## src/rtl/dec_top_pipe.sv

```systemverilog
`default_nettype none
// ============================================================================
//  Module   : dec_top_pipe
//  Brief    : Two-stage pipelined SEC-DED (39,32) decoder with valid/ready
//             handshakes on both sides and saturating SEC/DED event counters.
//             Stage 1 captures the codeword with its syndrome and overall
//             parity; stage 2 captures the corrected data and error flags.
//  Revision : 1.0 - initial release
// ============================================================================
module dec_top_pipe #(
    parameter int CNT_W = 16
) (
    input  logic             clk,
    input  logic             reset,
    input  logic             in_valid,
    output logic             in_ready,
    input  logic [38:0]      in_code,
    output logic             out_valid,
    input  logic             out_ready,
    output logic [31:0]      out_data,
    output logic             out_sec,
    output logic             out_ded,
    output logic [5:0]       out_syndrome,
    input  logic             cnt_clear,
    output logic [CNT_W-1:0] sec_count,
    output logic [CNT_W-1:0] ded_count
);

    localparam int          c_CODE_W  = 39;
    localparam int          c_SYN_W   = 6;
    localparam logic [5:0]  c_MAX_POS = 6'd38;

    // Mask of Hamming positions 1..38 whose index has bit b_idx set.
    function automatic logic [c_CODE_W-1:0] f_syn_mask(input int b_idx);
        logic [c_CODE_W-1:0] m;
        m = '0;
        for (int k = 1; k < c_CODE_W; k++) begin
            if (((k >> b_idx) & 1) == 1) begin
                m = m | (39'd1 << k);
            end
        end
        return m;
    endfunction

    // Pull d0..d31 out of the non-power-of-two positions, ascending.
    function automatic logic [31:0] f_extract(input logic [c_CODE_W-1:0] code);
        logic [31:0] d;
        logic [4:0]  j;
        d = '0;
        j = '0;
        for (int k = 1; k < c_CODE_W; k++) begin
            if ((k & (k - 1)) != 0) begin
                d = d | (32'(1'(code >> k)) << j);
                j = j + 5'd1;
            end
        end
        return d;
    endfunction

    // ------------------------------------------------------------------
    // Input-side syndrome and parity
    // ------------------------------------------------------------------
    logic [c_SYN_W-1:0] w_syn;
    logic               w_par;

    for (genvar gi = 0; gi < c_SYN_W; gi++) begin : g_syn
        assign w_syn[gi] = ^(in_code & f_syn_mask(gi));
    end

    assign w_par = ^in_code;

    // ------------------------------------------------------------------
    // Pipeline registers
    // ------------------------------------------------------------------
    logic                r_s1_valid;
    logic [c_CODE_W-1:0] r_s1_code;
    logic [c_SYN_W-1:0]  r_s1_syn;
    logic                r_s1_par;

    logic                r_s2_valid;
    logic [31:0]         r_s2_data;
    logic                r_s2_sec;
    logic                r_s2_ded;
    logic [c_SYN_W-1:0]  r_s2_syn;

    logic [CNT_W-1:0]    r_sec_cnt;
    logic [CNT_W-1:0]    r_ded_cnt;

    // Handshake: stage 2 can take a word when empty or draining this cycle;
    // stage 1 can take a word when empty or moving into stage 2.
    logic w_s2_free;
    logic w_out_fire;

    assign w_s2_free  = !r_s2_valid || out_ready;
    assign in_ready   = !(r_s1_valid && r_s2_valid && !out_ready);
    assign w_out_fire = r_s2_valid && out_ready && !reset;

    // ------------------------------------------------------------------
    // Stage-2 classification and correction from stage-1 contents
    // ------------------------------------------------------------------
    logic                w_sec;
    logic                w_ded;
    logic [c_CODE_W-1:0] w_fix_code;
    logic [31:0]         w_fix_data;

    assign w_sec      = r_s1_par && (r_s1_syn <= c_MAX_POS);
    assign w_ded      = (!r_s1_par && (r_s1_syn != '0)) ||
                        (r_s1_par && (r_s1_syn > c_MAX_POS));
    // Syndrome 0 with odd parity flips only the overall parity bit.
    assign w_fix_code = r_s1_code ^ (w_sec ? (39'd1 << r_s1_syn) : 39'd0);
    assign w_fix_data = f_extract(w_fix_code);

    // Stage 1: capture codeword, syndrome and parity whenever it can accept.
    always_ff @(posedge clk) begin
        if (reset) begin
            r_s1_valid <= 1'b0;
            r_s1_code  <= '0;
            r_s1_syn   <= '0;
            r_s1_par   <= 1'b0;
        end else if (in_ready) begin
            r_s1_valid <= in_valid;
            if (in_valid) begin
                r_s1_code <= in_code;
                r_s1_syn  <= w_syn;
                r_s1_par  <= w_par;
            end
        end
    end

    // Stage 2: capture corrected data and flags; hold while stalled.
    always_ff @(posedge clk) begin
        if (reset) begin
            r_s2_valid <= 1'b0;
            r_s2_data  <= '0;
            r_s2_sec   <= 1'b0;
            r_s2_ded   <= 1'b0;
            r_s2_syn   <= '0;
        end else if (w_s2_free) begin
            r_s2_valid <= r_s1_valid;
            if (r_s1_valid) begin
                r_s2_data <= w_fix_data;
                r_s2_sec  <= w_sec;
                r_s2_ded  <= w_ded;
                r_s2_syn  <= r_s1_syn;
            end
        end
    end

    // Saturating event counters; clear wins over a same-cycle increment.
    always_ff @(posedge clk) begin
        if (reset || cnt_clear) begin
            r_sec_cnt <= '0;
            r_ded_cnt <= '0;
        end else if (w_out_fire) begin
            if (r_s2_sec && (r_sec_cnt != '1)) begin
                r_sec_cnt <= r_sec_cnt + 1'b1;
            end
            if (r_s2_ded && (r_ded_cnt != '1)) begin
                r_ded_cnt <= r_ded_cnt + 1'b1;
            end
        end
    end

    // Output valid is masked by reset so nothing transfers while it is held.
    assign out_valid    = r_s2_valid && !reset;
    assign out_data     = r_s2_data;
    assign out_sec      = r_s2_sec;
    assign out_ded      = r_s2_ded;
    assign out_syndrome = r_s2_syn;
    assign sec_count    = r_sec_cnt;
    assign ded_count    = r_ded_cnt;

endmodule
`default_nettype wire

```

## config.mk

```make
export PLATFORM = sky130hd
export DESIGN_NAME = dec_top_pipe
export DESIGN_NICKNAME = d
export VERILOG_FILES = /design/src/rtl/dec_top_pipe.sv
export SDC_FILE = /design/constraint.sdc
export NUM_CORES = 1
export LEC_CHECK = 0
export CORE_ASPECT_RATIO = 1.1
export CORE_UTILIZATION = 46
export DETAILED_ROUTE_END_ITERATION = 6
export PLACE_DENSITY = 0.82
export SLEW_MARGIN = 5
export SYNTH_ARGS = -nofsm -noshare
export SYNTH_HDL_FRONTEND = slang
export SYNTH_SLANG_ARGS = --single-unit
```

## constraint.sdc

```tcl
create_clock -name clk -period 1.8 [get_ports clk]
set_input_delay 0.36 -clock clk [delete_from_list [all_inputs] [get_ports clk]]
set_output_delay 0.36 -clock clk [all_outputs]
set_load 0.01 [all_outputs]
```

# After elaboration in Yosys (flattened, before gate mapping)
# Index checks and enable logic that the tools add are counted.
dict set report totals {
  reg_bits 120
  word_cells 82
}
dict set report op_classes {
  add_sub_neg 2
  magnitude_cmp 2
  n_eq_ne 2
  shifts 1
  mux 1
  bitwise 33
  n_reduce_logical 30
}
# op n
set ops {}
lappend ops {{XOR reduction 39 bit} 7}
lappend ops {{two-way mux 39 bit} 1}
lappend ops {{<< shifter 1 x 6 -> 39 bit (first input constant)} 1}
lappend ops {{bitwise XOR 39 bit} 1}
lappend ops {{adder 16 x 1 -> 16 bit (second input constant)} 2}
lappend ops {{inequality test 16 bit (second input constant)} 2}
lappend ops {{OR 32 x 27 -> 32 bit} 1}
lappend ops {{OR 32 x 28 -> 32 bit} 1}
lappend ops {{OR 32 x 29 -> 32 bit} 1}
lappend ops {{OR 32 x 30 -> 32 bit} 1}
lappend ops {{OR 32 x 31 -> 32 bit} 1}
lappend ops {{OR 32 bit} 1}
lappend ops {{OR 25 x 26 -> 26 bit} 1}
lappend ops {{OR 24 x 25 -> 25 bit} 1}
lappend ops {{OR 23 x 24 -> 24 bit} 1}
lappend ops {{OR 22 x 23 -> 23 bit} 1}
lappend ops {{OR 21 x 22 -> 22 bit} 1}
lappend ops {{OR 20 x 21 -> 21 bit} 1}
lappend ops {{OR 19 x 20 -> 20 bit} 1}
lappend ops {{OR 18 x 19 -> 19 bit} 1}
lappend ops {{OR 17 x 18 -> 18 bit} 1}
lappend ops {{OR 16 x 17 -> 17 bit} 1}
lappend ops {{OR 15 x 16 -> 16 bit} 1}
lappend ops {{OR 14 x 15 -> 15 bit} 1}
lappend ops {{other kinds (21)} 39}

# Logic depth before layout (Yosys ltp)
# Gate-level depths: netlist of run 1.
dict set report depth {
  ltp_word 35
  mapped_depth 7
  mapped_depth_nobuf 7
}

# Worst setup path before layout of run 1
# Ideal clock, no wire load.
dict set report synth_timing {
  path_kind {register to register}
  startpoint {reg r_ded_cnt[0] (netlist: ded_count[0])}
  endpoint {reg r_ded_cnt[8] (netlist: ded_count[8])}
  t_arrival_ps 1609
  slack_ps 63
  path_stages_with_launch 8
  n_path_buf 0
  synth_period_minus_slack_ps 1737
  path_cell_list {dfxtp_1 -> ha_1 -> nand3_1 -> nor3_1 -> a21oi_1 -> and3b_1 -> xnor2_1 -> nor2_1}
}
dict set report synth_between {
  elab_chain_len 3
  word_cells_on_any_way 4
  classes_between {add/sub: 1; eq/ne: 1; reduce/logical: 2}
}
# element line_no
set synth_lines {}
lappend synth_lines {{from (decl)} 87} ;# logic [CNT_W-1:0] r_ded_cnt;
lappend synth_lines {{from (signal assigned)} 159} ;# r_ded_cnt <= r_ded_cnt + 1'b1;
lappend synth_lines {{branches (longest 3 deep; another with adder 16 x 1 -> 16 bit)} n/a}
# Parallel ways; which one is timed is not known.
# A chain may end at the register's enable or synchronous reset.

# Worst setup path in the final report of run 1
dict set report layout_timing {
  startpoint {in in_code[16]}
  endpoint {reg r_s1_par}
}
dict set report layout_between {
  elab_chain_len 1
}
# element line_no
set layout_lines {}
lappend layout_lines {{from (decl)} 17} ;# input logic [38:0] in_code,
lappend layout_lines {{XOR reduction 39 bit} 70} ;# assign w_par = ^in_code;
lappend layout_lines {{to (signal assigned)} 125} ;# r_s1_par <= w_par;
lappend layout_lines {{to (decl)} 78} ;# logic r_s1_par;
# No other way between the ends.

==> impl_metrics.csv, run 1 <==
group,metric,value,unit
floorplanning,num_rows,41,
synthesis,ys_ff_latch,113,
global_route,globalRoute.busiestLayer,"met2",
sta,period_needed,1.89,ns
sta,rsz0062_at_grt,"yes",
sta,maxSlewViolCount,0,
setup_path,r2r_slack,0.12,ns
setup_path,end_kind,"flip-flop",
clock_tree,cts.sink_count,113,
power,sw_frac_of_total,25.8,%
sta,hold_violations,0,
routing,dr.first_iter.drc_count,344,
clock_tree,cts_buffers,17,
floorplanning,die_w,107,um
cells_and_area,area_growth_syn_to_layout,50.9,%
setup_path,start_kind,"primary input",
power,power_density,1010,nW/um^2
place,place.detailed.hpwl,11.1,mm
synthesis,async_reset_ff_share,0,%
synthesis,ys_seq_area_share,40.9,%
synthesis,yosys.cell_count.top_type,"dfxtp_1",
cells_and_area,final_cells,1006,
hold_path,hp-start,"in_code[12]",
power,worst_ir_drop_vdd,0.758,mV
synthesis,synthFlopType,"dfxtp_1",
routing,via_per_inst,5.36,
synthesis,synthCells,649,
place,placed_cells,963,
clock_tree,cts_tree,"yes",
global_route,use_met3,5.59,%
floorplanning,die_y,117,um
clock_tree,htreeDepth,4,
cells_and_area,drive_gt1_share,21.3,%
place,place_ws,-0.587,ns
synthesis,syn_avg_cell_area,8.52,sq um
power,switchingPower,2.18,mW
setup_path,critPathKind,"primary input to flip-flop",
power,leakagePower,3.37,nW
sta,max_freq,529,MHz
flow_run,maxCapViolations,0,
synthesis,syn_nets,695,
global_route,antenna_found_initial,0,
sta,fin_crit_sh,105,%
routing,ant_nets,0,
synthesis,syn_area,5530,sq um
power,p_comb_share,23.4,%
floorplanning,start_util,47.7,%
cells_and_area,nets,889,
floorplanning,core_area,11600,sq um
power,p_total,8.46,mW
global_route,grt_overflow,0,
sta,skew,0.00498,ns
clock_tree,clk_path_buf_depth,2,
global_route,grt_use_met1,29.0,%
cells_and_area,diodes,0,
global_route,first_global_vias,5331,
setup_path,arrival,2.20,ns
synthesis,synthTopCellsByCount,"113 x dfxtp_1, 110 x nand2_1, 76 x nor2_1",
floorplanning,num_io_pins,118,
place,port_buffers,117,
hold_path,hold_class,"primary input to flip-flop",
global_route,grt_max_degree,53,
synthesis,synth_cell_types,43,
floorplanning,die_area,12500,sq um
sta,finalSetupViolations,2,
clock_tree,clk_latency,0.41,ns
global_route,grt_first_pass_wirelength,25.1,mm
clock_tree,cts_root_buf,"clkbuf_16",
run_status,status,"finished with violations",
routing,via_count,5391,
routing,firstDrtPassIters,5,
power,pwr-share-seq,33.0,%
hold_path,holdPathEnd,"r_s1_code[12]",
run_status,violations,"setup timing",
setup_path,reg2reg_from,"ded_count[6]",
routing,drc,0,
clock_tree,ctsHoldBuffers,0,
synthesis,ys_warn_count,0,
setup_path,cp_max_fo,2,
global_route,grtUsageMet2,47.0,%
setup_path,r2r-end,"ded_count[12]",
synthesis,yosysTopAreaCell,"dfxtp_1",
place,gp_congestion,0.918,
hold_path,holdPathStages,3,
global_route,grt_usage,25.9,%
synthesis,synth_top_area_share,40.9,%
power,internal-power,6.28,mW
sta,tightest_slew,0.445,ns
setup_path,crit_required,2.11,ns
sta,layout_setup_ws,-0.0906,ns
synthesis,synth_edf_count,0,
clock_tree,cts.reportedPaths.clkPinSlew,0.05,ns
setup_path,r2r_cells,5,
routing,avgRoutedWirePerCell,15.9,um
routing,wirelength,16.0,mm
sta,slew_headroom,70.3,%
sta,fin_setup_tns,-0.123,ns
synthesis,synthTopCellsByArea,"dfxtp_1 41%, xnor2_1 10%, nand2_1 7.5%, nor2_1 5.2%, a21oi_1 4.6%",
power,clock_power_share,43.6,%
flip-flops by register name, indices dropped and copies added, names as in the netlist:
register	cells
out_data	32
r_s1_code	32
ded_count	16
sec_count	16
out_syndrome	6
r_s1_syn	6
out_ded	1
out_sec	1
r_s1_par	1
r_s1_valid	1
r_s2_valid	1
layout by cell type, fill, tap and decap left out, drive strengths merged, types with 19 or more instances in the layout:
master and instances:
o21ai 19, nor2 76, buf 100, clkdlybuf4s50 77
clkbuf 22, or3 20, dfxtp 113, xor2 29
nand2 111, xnor2 70, dlymetal6s2s 19, a21oi 51
layer usage:
layer,routed length [um],vias to the layer above
met3,951,41
met4,368,0
met5,0,-
li1,-,2596
met1,6230,2540
met2,8430,214
power by group through the flow:
stage	clock network (mW)	logic, mW	registers [mW]
6_report	3.68	1.98	2.79
2_1_floorplan	0	1.05	2.80
5_1_grt	3.84	2.10	2.81
4_1_cts	3.71	1.83	2.79
3_3_place_gp	0	1.66	2.83
3_5_place_dp	0	1.70	2.84
worst max-delay path by stage:
stage / depth (start not counted) / startpoint / slack, ns / end
2_1_floorplan: 7 / ded_count[0] / 0.06 / ded_count[8]
3_3_place_gp: 7 / in_code[12] / -0.47 / r_s1_par
3_5_place_dp: 7 / in_code[14] / -0.59 / r_s1_par
4_1_cts: 7 / in_code[24] / 0.004 / r_s1_par
5_1_grt: 7 / in_code[16] / -0.13 / r_s1_par
6_report: 7 / in_code[16] / -0.09 / r_s1_par
layout make-up:
| class | instances | area [sq um] |
|---|---|---|
| Multi-Input combinational cell | 494 | 3280 |
| Fill cell | 824 | 3250 |
| Sequential cell | 113 | 2270 |
| Timing Repair Buffer | 212 | 1940 |
| Clock buffer | 21 | 470 |
| Tap cell | 150 | 188 |
| Clock inverter | 11 | 183 |
| Inverter | 5 | 18.8 |
stage by stage:
step                area, sq um  hold slack (ns)  util (%)
floorplan                  5530            0.441         -
global placement           7400            0.451      63.9
detailed placement         7400            0.457      63.9
CTS                        8160            0.343      70.4
global route               8340            0.324      72.0
finish                     8340            0.320      72.0
critical path, cell delays in order:
cell and delay, ns:
clkdlybuf4s50_1 0.41, xnor2_1 0.22, xnor2_1 0.17, xnor3_2 0.50
xnor2_4 0.17, xnor2_2 0.16, o31ai_2 0.21
what timing repair did:
item                       4_1_cts  5_1_grt
setup endpoints to repair        5       48
resized for setup               45       47
buffers inserted                 7        4
pin swaps                       25       28
logic make-up (layout without fill, tap and decap cells):
family | count (synthesis) | after routing | share of synthesized area [%]
flip-flops | 113 | 113 | 40.9
AND/OR/NAND/NOR | 275 | 275 | 22.8
multiplexers | 1 | 1 | 0.181
AO/OA/AOI/OAI | 109 | 109 | 12.2
adder cells (fa/ha/maj) | 2 | 2 | 0.453
buffers and inverters | 42 | 249 | 3.35
XOR/XNOR | 107 | 107 | 20.0
Power figures use the tool's default switching activity.
==> run 2: changes to the inputs <==
- SKIP_LAST_GASP: default -> 1
==> run 2 against run 1 <==
Effect of this change: the run still ends with setup timing left; via count rose by 0.45%; core utilization is 0.054 points lower; global-route usage did not move; critical endpoint unchanged; largest cell class unchanged.
==> impl_metrics.csv, run 2 (synthesis results as in run 1) <==
group,metric,value,unit
run_status,status,"finished with violations",
run_status,violations,"setup timing",
routing,via_count,5415,
global_route,grt_first_pass_wirelength,25.1,mm
floorplanning,num_io_pins,118,
clock_tree,cts.reportedPaths.clkPinSlew,0.05,ns
clock_tree,clk_latency,0.41,ns
global_route,first_global_vias,5331,
routing,dr.first_iter.drc_count,374,
sta,hold_violations,0,
sta,skew,0.00468,ns
global_route,globalRoute.busiestLayer,"met2",
setup_path,arrival,2.18,ns
hold_path,hp-start,"in_code[12]",
hold_path,hold_class,"primary input to flip-flop",
sta,finalSetupViolations,2,
cells_and_area,drive_gt1_share,21.1,%
place,place.detailed.hpwl,11.1,mm
cells_and_area,mostFrequentLayoutCell,"dfxtp_1",
cells_and_area,nets,889,
sta,period_needed,1.87,ns
global_route,grt_use_met1,29.0,%
power,worst_ir_drop_vdd,0.758,mV
routing,via_per_inst,5.38,
setup_path,cp_max_fo,2,
routing,avgRoutedWirePerCell,15.9,um
floorplanning,num_rows,41,
power,p_total,8.46,mW
sta,layout_setup_ws,-0.0662,ns
cells_and_area,area_growth_syn_to_layout,50.8,%
sta,whs,0.321,ns
routing,ant_nets,0,
power,power_density,1010,nW/um^2
global_route,grt_max_degree,53,
clock_tree,cts_buffers,17,
cells_and_area,diodes,0,
sta,slew_headroom,70.3,%
floorplanning,start_util,47.7,%
clock_tree,ctsHoldBuffers,0,
setup_path,end_kind,"flip-flop",
clock_tree,cts_root_buf,"clkbuf_16",
global_route,grt_overflow,0,
global_route,grtUsageMet2,47.0,%
setup_path,start_kind,"primary input",
sta,rsz0062_at_grt,"yes",
routing,wirelength,16.0,mm
clock_tree,clk_path_buf_depth,2,
floorplanning,core_area,11600,sq um
place,place_ws,-0.587,ns
routing,drc,0,
sta,fin_crit_sh,104,%
global_route,antenna_found_initial,0,
sta,tightest_slew,0.445,ns
global_route,use_met3,5.59,%
global_route,grt_usage,25.9,%
clock_tree,cts_tree,"yes",
setup_path,critPathKind,"primary input to flip-flop",
cells_and_area,fillerInstances,826,
floorplanning,die_y,117,um
routing,firstDrtPassIters,5,
setup_path,cp-startpoint,"in_code[16]",
sta,fin_setup_tns,-0.108,ns
sta,maxSlewViolCount,0,
setup_path,reg2reg_from,"r_s1_syn[3]",
clock_tree,cts.sink_count,113,
floorplanning,die_area,12500,sq um
sta,max_freq,536,MHz
flow_run,maxCapViolations,0,
cells_and_area,layout_common_cells,"110 x dfxtp_1, 109 x nand2_1, 91 x buf_4, 77 x clkdlybuf4s50_1, 75 x nor2_1",
power,leakagePower,3.37,nW
place,gp_congestion,0.918,
place,port_buffers,117,
floorplanning,die_w,107,um
setup_path,crit_required,2.11,ns
clock_tree,htreeDepth,4,
[run 2: timing repair]
action	4_1_cts	5_1_grt
endpoints found under the setup margin	5	48
endpoints found under the hold margin	0	0
pin swaps	25	27
setup buffers	7	4
resized for setup	45	46
[run 2: routing by layer]
layer / wire (um) / up-vias
li1: - / 2600
met1: 6270 / 2547
met2: 8370 / 222
met3: 919 / 46
met4: 405 / 0
met5: 0 / -
[run 2: worst max-delay path: stages]
cell and delay [ns]:
clkdlybuf4s50_1 0.41, xnor2_1 0.21, xnor2_1 0.16, xnor3_2 0.50, xnor2_4 0.17, xnor2_2 0.16
o31ai_2 0.21
[run 2: stage by stage]
| step | cells | cell area, sq um | util (%) |
|---|---|---|---|
| after global placement | 963 | 7400 | 63.9 |
| after floorplan | 649 | 5530 | - |
| after detailed placement | 963 | 7400 | 63.9 |
| after global routing | 1006 | 8340 | 71.9 |
| after CTS | 1002 | 8160 | 70.4 |
| final | 1006 | 8340 | 71.9 |
[run 2: worst paths after layout]
check	endpoint	slack [ns]	cells past startpoint
setup / recovery	r_s1_par	-0.07	7
hold reg to reg	out_syndrome[1]	0.47	2
setup reg to reg	out_data[17]	0.10	5
hold / removal	r_s1_code[12]	0.32	3
[run 2: cell type report]
| class | instances | area, sq um | area share (%) |
|---|---|---|---|
| Clock buffer | 21 | 470 | 5.64 |
| Clock inverter | 11 | 183 | 2.19 |
| Inverter | 5 | 18.8 | 0.225 |
| Multi-Input combinational cell | 494 | 3280 | 39.3 |
| Sequential cell | 113 | 2270 | 27.2 |
| Tap cell | 150 | 188 | 2.25 |
| Timing Repair Buffer | 212 | 1940 | 23.2 |
[run 2: power by group]
| part | total (mW) | switching, mW | internal (mW) |
|---|---|---|---|
| Clock | 3.68 | 1.13 | 2.55 |
| Sequential | 2.79 | 0.139 | 2.65 |
| Combinational | 1.98 | 0.908 | 1.07 |
